==> src/rtl/fp32_pkg.sv <==
`default_nettype none
// ============================================================================
// Module   : fp32_pkg
// Brief    : Shared FP32 constants and the reduction sequencer state encoding.
// Revision : 1.0
// ============================================================================
package fp32_pkg;

    localparam logic [31:0] FP32_POS_ZERO = 32'h0000_0000;
    localparam logic [31:0] FP32_POS_INF  = 32'h7F80_0000;
    localparam logic [31:0] FP32_QNAN     = 32'h7FC0_0000;

    typedef enum logic [2:0] {
        ST_IDLE     = 3'd0,
        ST_WAIT_IN  = 3'd1,
        ST_ISSUE    = 3'd2,
        ST_WAIT_ADD = 3'd3,
        ST_DONE     = 3'd4
    } reduce_state_t;

endpackage
`default_nettype wire

==> src/rtl/fp32_reduce_seq.sv <==
`default_nettype none
// ============================================================================
// Module   : fp32_reduce_seq
// Brief    : Folds a stream of FP32 values into one sum through an external
//            two-operand adder, one add in flight at a time.
// Revision : 1.0
// ============================================================================
module fp32_reduce_seq
    import fp32_pkg::*;
#(
    parameter int MAX_LEN     = 256,
    parameter int CNT_W       = $clog2(MAX_LEN + 1),
    parameter int ADD_TIMEOUT = 8
) (
    input  logic             clk,
    input  logic             rst,
    input  logic             start,
    input  logic [CNT_W-1:0] len,
    input  logic [31:0]      in_data,
    input  logic             in_valid,
    output logic             in_ready,
    output logic [31:0]      out_sum,
    output logic             out_valid,
    input  logic             out_ready,
    output logic             busy,
    output logic             err,
    output logic [31:0]      add_a,
    output logic [31:0]      add_b,
    output logic             add_valid,
    input  logic [31:0]      add_result,
    input  logic             add_valid_out
);

    localparam int              TMO_W      = $clog2(ADD_TIMEOUT + 1);
    localparam logic [TMO_W-1:0] c_tmo_last = TMO_W'(ADD_TIMEOUT - 1);

    reduce_state_t    r_state, w_state_nxt;
    logic [31:0]      r_acc, w_acc_nxt;
    logic [CNT_W-1:0] r_cnt, w_cnt_nxt;
    logic [CNT_W-1:0] r_len, w_len_nxt;
    logic             r_err, w_err_nxt;
    logic [31:0]      r_add_a, w_add_a_nxt;
    logic [31:0]      r_add_b, w_add_b_nxt;
    logic [TMO_W-1:0] r_tmo, w_tmo_nxt;
    logic [CNT_W-1:0] w_cnt_inc;

    assign w_cnt_inc = r_cnt + CNT_W'(1);

    always_ff @(posedge clk) begin
        if (rst) begin
            r_state <= ST_IDLE;
            r_acc   <= FP32_POS_ZERO;
            r_cnt   <= '0;
            r_len   <= '0;
            r_err   <= 1'b0;
            r_add_a <= '0;
            r_add_b <= '0;
            r_tmo   <= '0;
        end else begin
            r_state <= w_state_nxt;
            r_acc   <= w_acc_nxt;
            r_cnt   <= w_cnt_nxt;
            r_len   <= w_len_nxt;
            r_err   <= w_err_nxt;
            r_add_a <= w_add_a_nxt;
            r_add_b <= w_add_b_nxt;
            r_tmo   <= w_tmo_nxt;
        end
    end

    always_comb begin
        w_state_nxt = r_state;
        w_acc_nxt   = r_acc;
        w_cnt_nxt   = r_cnt;
        w_len_nxt   = r_len;
        w_err_nxt   = r_err;
        w_add_a_nxt = r_add_a;
        w_add_b_nxt = r_add_b;
        w_tmo_nxt   = r_tmo;
        case (r_state)
            ST_IDLE: begin
                if (start) begin
                    w_err_nxt = 1'b0;
                    w_cnt_nxt = '0;
                    w_len_nxt = len;
                    if (len == '0) begin
                        w_acc_nxt   = FP32_POS_ZERO;
                        w_state_nxt = ST_DONE;
                    end else begin
                        w_state_nxt = ST_WAIT_IN;
                    end
                end
            end
            ST_WAIT_IN: begin
                if (in_valid) begin
                    if (r_cnt == '0) begin
                        // First element is taken verbatim so a lone -0.0 survives.
                        w_acc_nxt = in_data;
                        w_cnt_nxt = w_cnt_inc;
                        if (w_cnt_inc == r_len) w_state_nxt = ST_DONE;
                    end else begin
                        w_add_a_nxt = r_acc;
                        w_add_b_nxt = in_data;
                        w_state_nxt = ST_ISSUE;
                    end
                end
            end
            ST_ISSUE: begin
                w_tmo_nxt   = '0;
                w_state_nxt = ST_WAIT_ADD;
            end
            ST_WAIT_ADD: begin
                if (add_valid_out) begin
                    w_acc_nxt   = add_result;
                    w_cnt_nxt   = w_cnt_inc;
                    w_state_nxt = (w_cnt_inc == r_len) ? ST_DONE : ST_WAIT_IN;
                end else if (r_tmo == c_tmo_last) begin
                    w_err_nxt   = 1'b1;
                    w_state_nxt = ST_DONE;
                end else begin
                    w_tmo_nxt = r_tmo + TMO_W'(1);
                end
            end
            ST_DONE: begin
                if (out_ready) w_state_nxt = ST_IDLE;
            end
            default: w_state_nxt = ST_IDLE;
        endcase
    end

    // Every output is a register or a decode of the state register.
    assign in_ready  = (r_state == ST_WAIT_IN);
    assign add_valid = (r_state == ST_ISSUE);
    assign out_valid = (r_state == ST_DONE);
    assign busy      = (r_state != ST_IDLE);
    assign out_sum   = r_acc;
    assign err       = r_err;
    assign add_a     = r_add_a;
    assign add_b     = r_add_b;

endmodule
`default_nettype wire

==> config.mk <==
export PLATFORM = sky130hd
export DESIGN_NAME = fp32_reduce_seq
export DESIGN_NICKNAME = d
export VERILOG_FILES = /design/src/rtl/fp32_pkg.sv /design/src/rtl/fp32_reduce_seq.sv
export SDC_FILE = /design/constraint.sdc
export NUM_CORES = 1
export LEC_CHECK = 0
export ABC_AREA = 1
export CAP_MARGIN = 0
export CORE_MARGIN = 1.5
export CORE_UTILIZATION = 45
export CTS_CLUSTER_SIZE = 20
export DETAILED_ROUTE_END_ITERATION = 10
export PLACE_DENSITY = 0.8
export RECOVER_POWER = 50
export SLEW_MARGIN = 20
export SYNTH_ARGS = -nofsm -noshare
export SYNTH_HDL_FRONTEND = slang
export SYNTH_SLANG_ARGS = --single-unit
==> constraint.sdc <==
create_clock -name clk -period 2.8 [get_ports clk]
set_input_delay 0.56 -clock clk [delete_from_list [all_inputs] [get_ports clk]]
set_output_delay 0.56 -clock clk [all_outputs]
set_load 0.01 [all_outputs]
* Yosys cells after proc, flatten, opt, wreduce, memory -nomap -nowiden
Index checks and enable logic that the tools add are counted.
** Storage, ports and cells
- Register bits after elaboration :: 122
- Output and inout port bits :: 101
- Word-level logic and storage cells :: 70
** Operators by class
- Add/subtract/negate cells :: 2
- Equal/unequal tests :: 17
- Multiplexer cells :: 28
- Bitwise operators :: 1
- Reductions and logical operators :: 14
** Operators by type and width (number)
- 2-to-1 mux 32 bit :: 5
- case mux 32 bit (3 select lines) :: 1
- 2-to-1 mux 9 bit :: 4
- 2-to-1 mux 3 bit :: 9
- case mux 9 bit (3 select lines) :: 1
- logical NOT 9 bit :: 2
- case mux 3 bit (5 select lines) :: 1
- != test 2 bit, second input constant :: 7
- AND reduction 5 bit :: 2
- adder 9 x 1 -> 9 bit, second input constant :: 1
- == test 9 bit :: 1
- 2-to-1 mux 4 bit :: 2
- case mux 4 bit (2 select lines) :: 1
- == test 3 x 2 -> 1 bit, second input constant :: 2
- AND reduction 3 bit :: 2
- AND reduction 6 bit :: 1
- nonzero test 3 bit :: 2
- adder 4 x 1 -> 4 bit, second input constant :: 1
- == test 4 x 3 -> 1 bit, second input constant :: 1
- != test 2 x 1 -> 1 bit, second input constant :: 2
- AND reduction 4 bit :: 1
- nonzero test 2 bit :: 2
- == test 3 x 1 -> 1 bit, second input constant :: 1
- == test 3 bit, second input constant :: 1
- 7 further kinds :: 9

* Depth between registers and ports, before layout
- Word-level depth :: 6
- Gate-level depth with buffers :: 14
- Gate-level depth less buffers :: 14

* Worst setup path after synthesis
No wires, ideal clock.
- Path kind :: input-to-reg
- Start :: input port len[5]
- End :: register r_acc[1] (netlist: out_sum[1])
- Library setup time :: 0.113 ns
- Data arrival time :: 1.847 ns
- Path slack :: 0.840 ns
- Cell stages on the path :: 9
- Buffers on the path :: 1
- Path through :: or3_1 -> or2_2 -> inv_1 -> nor2_1 -> nor2_4 -> buf_2 -> nand3_1 -> nand2_1 -> nor2_1
** Between the ends
- Cells in the longest elaborated chain, start to end :: 3
** Ends and longest elaborated chain
- start: declaration :: RTL line fp32_reduce_seq.sv:18 : input logic [CNT_W-1:0] len,
- logical NOT 9 bit :: RTL line fp32_reduce_seq.sv:86 : if (len == '0) begin
- != test 2 bit (no line)
- AND reduction 6 bit (no line)
- end signal: assignment :: RTL line fp32_reduce_seq.sv:61 : r_acc <= w_acc_nxt;
- end: declaration :: RTL line fp32_reduce_seq.sv:38 : logic [31:0] r_acc, w_acc_nxt;
Every way passes these cells.
A chain may end at the register's enable or synchronous reset.

* Worst setup path after layout
- Start :: register r_state[0]
- End :: output port in_ready
** Between the ends
- Cells in the longest elaborated chain, start to end :: 1
** Ends and longest elaborated chain
- start: declaration :: RTL line fp32_reduce_seq.sv:37 : reduce_state_t r_state, w_state_nxt;
- start signal: assignment :: RTL line fp32_reduce_seq.sv:60 : r_state <= w_state_nxt;
- == test 3 x 1 -> 1 bit :: RTL line fp32_reduce_seq.sv:132 : assign in_ready = (r_state == ST_WAIT_IN);
- end: declaration :: RTL line fp32_reduce_seq.sv:21 : output logic in_ready,
Every way passes these cells.

==> flow_summary.yaml <==
floorplanning:
  die-area_um2: 12500
  coreArea_um2: 11500
  start_util: 0.463
  pin_count: 180
  num_rows: 39
  die_width_um: 112
  die_h_um: 112
power:
  p_switching_w: 0.00209
  p_int_w: 0.00416
  seq_power_share: 0.373
  power_density_nw_per_um2: 808
  p_sw_frac: 0.335
  ir_drop_mv: 0.627
  report.power.total_w: 0.00625
  p_comb_frac: 0.302
  leakagePower_nw: 3.14
  clock_power_share: 0.325
cells_and_area:
  fillers: 1015
  mostFrequentLayoutCells: "nand2_1 (220), dfxtp_1 (122), nand3_1 (121)"
  multiInputGateArea_um2: 2520
  diodes: 0
  final_common_cell: "nand2_1"
  nNetsFinal: 1019
  areaGrowthSynthToFinish_pct: 45.7
  drive_gt1_frac: 0.0517
  register_area_um2: 2440
clocking:
  cts-resized-gates: 0
  cts_tree: "done"
  cts-root-buf: "clkbuf_16"
  clock_sinks: 122
  postCtsSetupRepairBufs: 0
  cts_hold_buf: 0
  insertion_delay_ns: 0.41
  clk_pin_slew_ns: 0.05
  ctsHtreeMaxLevel: 4
  cts_buffer_depth: 2
  cts_inserted_buffers: 17
synth:
  syn_area_um2: 5310
  syn_nets: 855
  synthDistinctLibCells: 28
  ys_ff_latch: 122
  yosysWarnings: 0
  yosys.area_share.adder: 0.00707
  synth_xor_area_frac: 0.00660
  syn_inst: 773
  synthMuxAreaShare: 0
  yosys.area_share.simple: 0.359
  synth_top_family_by_area: "simple AND/OR/NAND/NOR gates"
  synth.avg_cell_area_um2: 6.87
  synth_compound_area_frac: 0.102
  yosysSeqAreaShare: 0.460
global_route:
  overflow: 0
  grt_max_degree: 78
  grt_pass1_vias: 5120
  grt_pass1_wl_um: 26600
  track_usage: 0.268
  antenna_found_initial: 0
critical_path:
  r2r_start: "r_cnt[0]"
  worst_setup_path_start_kind: "register"
  rrSetupSlack_ns: 0.48
  cp_slowest_cell: "clkdlybuf4s50_1"
  worst_path_largest_cell_delay_ns: 0.61
  crit_top_cell: "inv_2"
  r2r-end: "r_cnt[3]"
  path_class: "reg -> out"
  crit_fanout: 6
  arrival_ns: 1.87
  cp.required_ns: 2.24
  path_cells: "inv_2, nor2_1, inv_2, nor2_4, clkdlybuf4s50_1"
  worstSetupEndpointType: "output pin"
  worstRegToRegCells: 11
placed_design:
  dp_hpwl_um: 11900
  port_buffers: 179
  routabilityCongestion: 0.901
routing:
  ant_nets: 0
  vias: 5717
  drtIter0Drc: 534
  totalWireLength_um: 16900
  firstDrtPassIters: 5
  route.detailed.drc: 0
  vias_per_cell: 5.24
  avgRoutedWirePerCell_um: 15.5
min_path:
  hold_class: "reg -> reg"
  hold_depth: 2
  holdPathEnd: "add_b[2]"
  min_from: "add_b[2]"
timing:
  clock_skew_ns: 0.00527
  slew_violations: 0
  finalHoldViolCount: 0
  setup_viol: 0
  max_freq_ghz: 0.411
  finalSetupTns_ns: 0
  timing.final.crit_share: 0.869
  rsz0062_at_grt: "no"
  slew_headroom: 0.433
  fin_crit_ns: 2.43
  worst_pin_slew_ns: 0.850
flow_run:
  maxCapViolCount: 0
run_status:
  status: "finished clean"
[per-stage QoR]
| step | area (µm²) | hold WS (ns) | utilization | cells | setup WS, ns |
|---|---|---|---|---|---|
| floorplan | 5310 | 0.434 | - | 773 | 0.840 |
| global placement | 7200 | 0.448 | 0.628 | 1061 | 0.358 |
| detailed placement | 7200 | 0.452 | 0.628 | 1061 | 0.345 |
| CTS | 7740 | 0.460 | 0.675 | 1091 | 0.328 |
| global route | 7740 | 0.467 | 0.675 | 1091 | 0.275 |
| finish | 7740 | 0.454 | 0.675 | 1091 | 0.366 |
[layout make-up]
| type | instances | share of cell area |
|---|---|---|
| clock buffer | 28 | 0.0655 |
| inverter | 40 | 0.0194 |
| clock inverter | 2 | 0.00453 |
| sequential | 122 | 0.316 |
| multi-input combinational | 564 | 0.326 |
| tap | 143 | 0.0231 |
| timing repair buffer | 192 | 0.246 |
[synth_stat cells]
master	number	area, µm²
nand2_1	221	830
dfxtp_1	122	2440
nand3_1	121	606
nor2_1	90	338
a21oi_1	86	430
inv_1	37	139
clkbuf_1	31	116
o21ai_0	15	75.1
buf_2	12	60.1
nor3_1	7	35.0
ha_1	3	37.5
inv_2	3	11.3
nand4_1	3	18.8
nor2_4	3	33.8
xor2_1	3	26.3
buf_1	2	7.51
nor2_2	2	12.5
or2_2	2	12.5
a211oi_1	1	7.51
a31oi_1	1	6.26
a31oi_2	1	12.5
buf_4	1	7.51
buf_6	1	11.3
nand2_2	1	6.26
o21bai_1	1	7.51
or2_1	1	6.26
or3_1	1	6.26
xnor2_1	1	8.76
[worst max-delay path, delay by kind of cell (launching register included)]
kind / cells / cell delay [ns]
simple gates: 2 / 0.26
buf+inv: 3 / 0.76
flops: 1 / 0.44
[logic make-up after synthesis]
family          after synthesis
fa+ha+maj                     3
xor+xnor                      4
flops                       122
buf+inv                      87
compound gates              105
simple gates                452
[state kept, by name, indices dropped and copies added, names as in the netlist]
name and cells:
out_sum 32, r_state 3, add_b 32, r_cnt 9, err 1, r_len 9
r_tmo 4, add_a 32
[routing by layer]
metal  vias to the layer above  wire [µm]  global-route usage
li1                       2838          -                   -
met1                      2594       7740               0.372
met2                       253       7440               0.400
met3                        32       1300              0.0795
met4                         0        402              0.0895
met5                         -          0                   0
[power groups by stage]
stage | combinational (W) | clock [W] | sequential, W
after floorplan | 0.000987 | 0 | 0.00235
after global placement | 0.00195 | 0 | 0.00237
after detailed placement | 0.00197 | 0 | 0.00237
after CTS | 0.00198 | 0.00204 | 0.00233
final | 0.00189 | 0.00203 | 0.00233
after global routing | 0.00208 | 0.00214 | 0.00236
[worst max-delay path by stage]
stage	cells after the start	from	slack, ns	to
6_report	5	r_state[0]	0.37	in_ready
5_1_grt	11	r_cnt[0]	0.28	r_cnt[3]
4_1_cts	5	r_state[0]	0.33	in_ready
3_5_place_dp	10	len[5]	0.35	out_sum[27]
3_3_place_gp	10	len[5]	0.36	out_sum[13]
2_1_floorplan	9	len[5]	0.84	out_sum[1]
(Power assumes the default switching activity.)
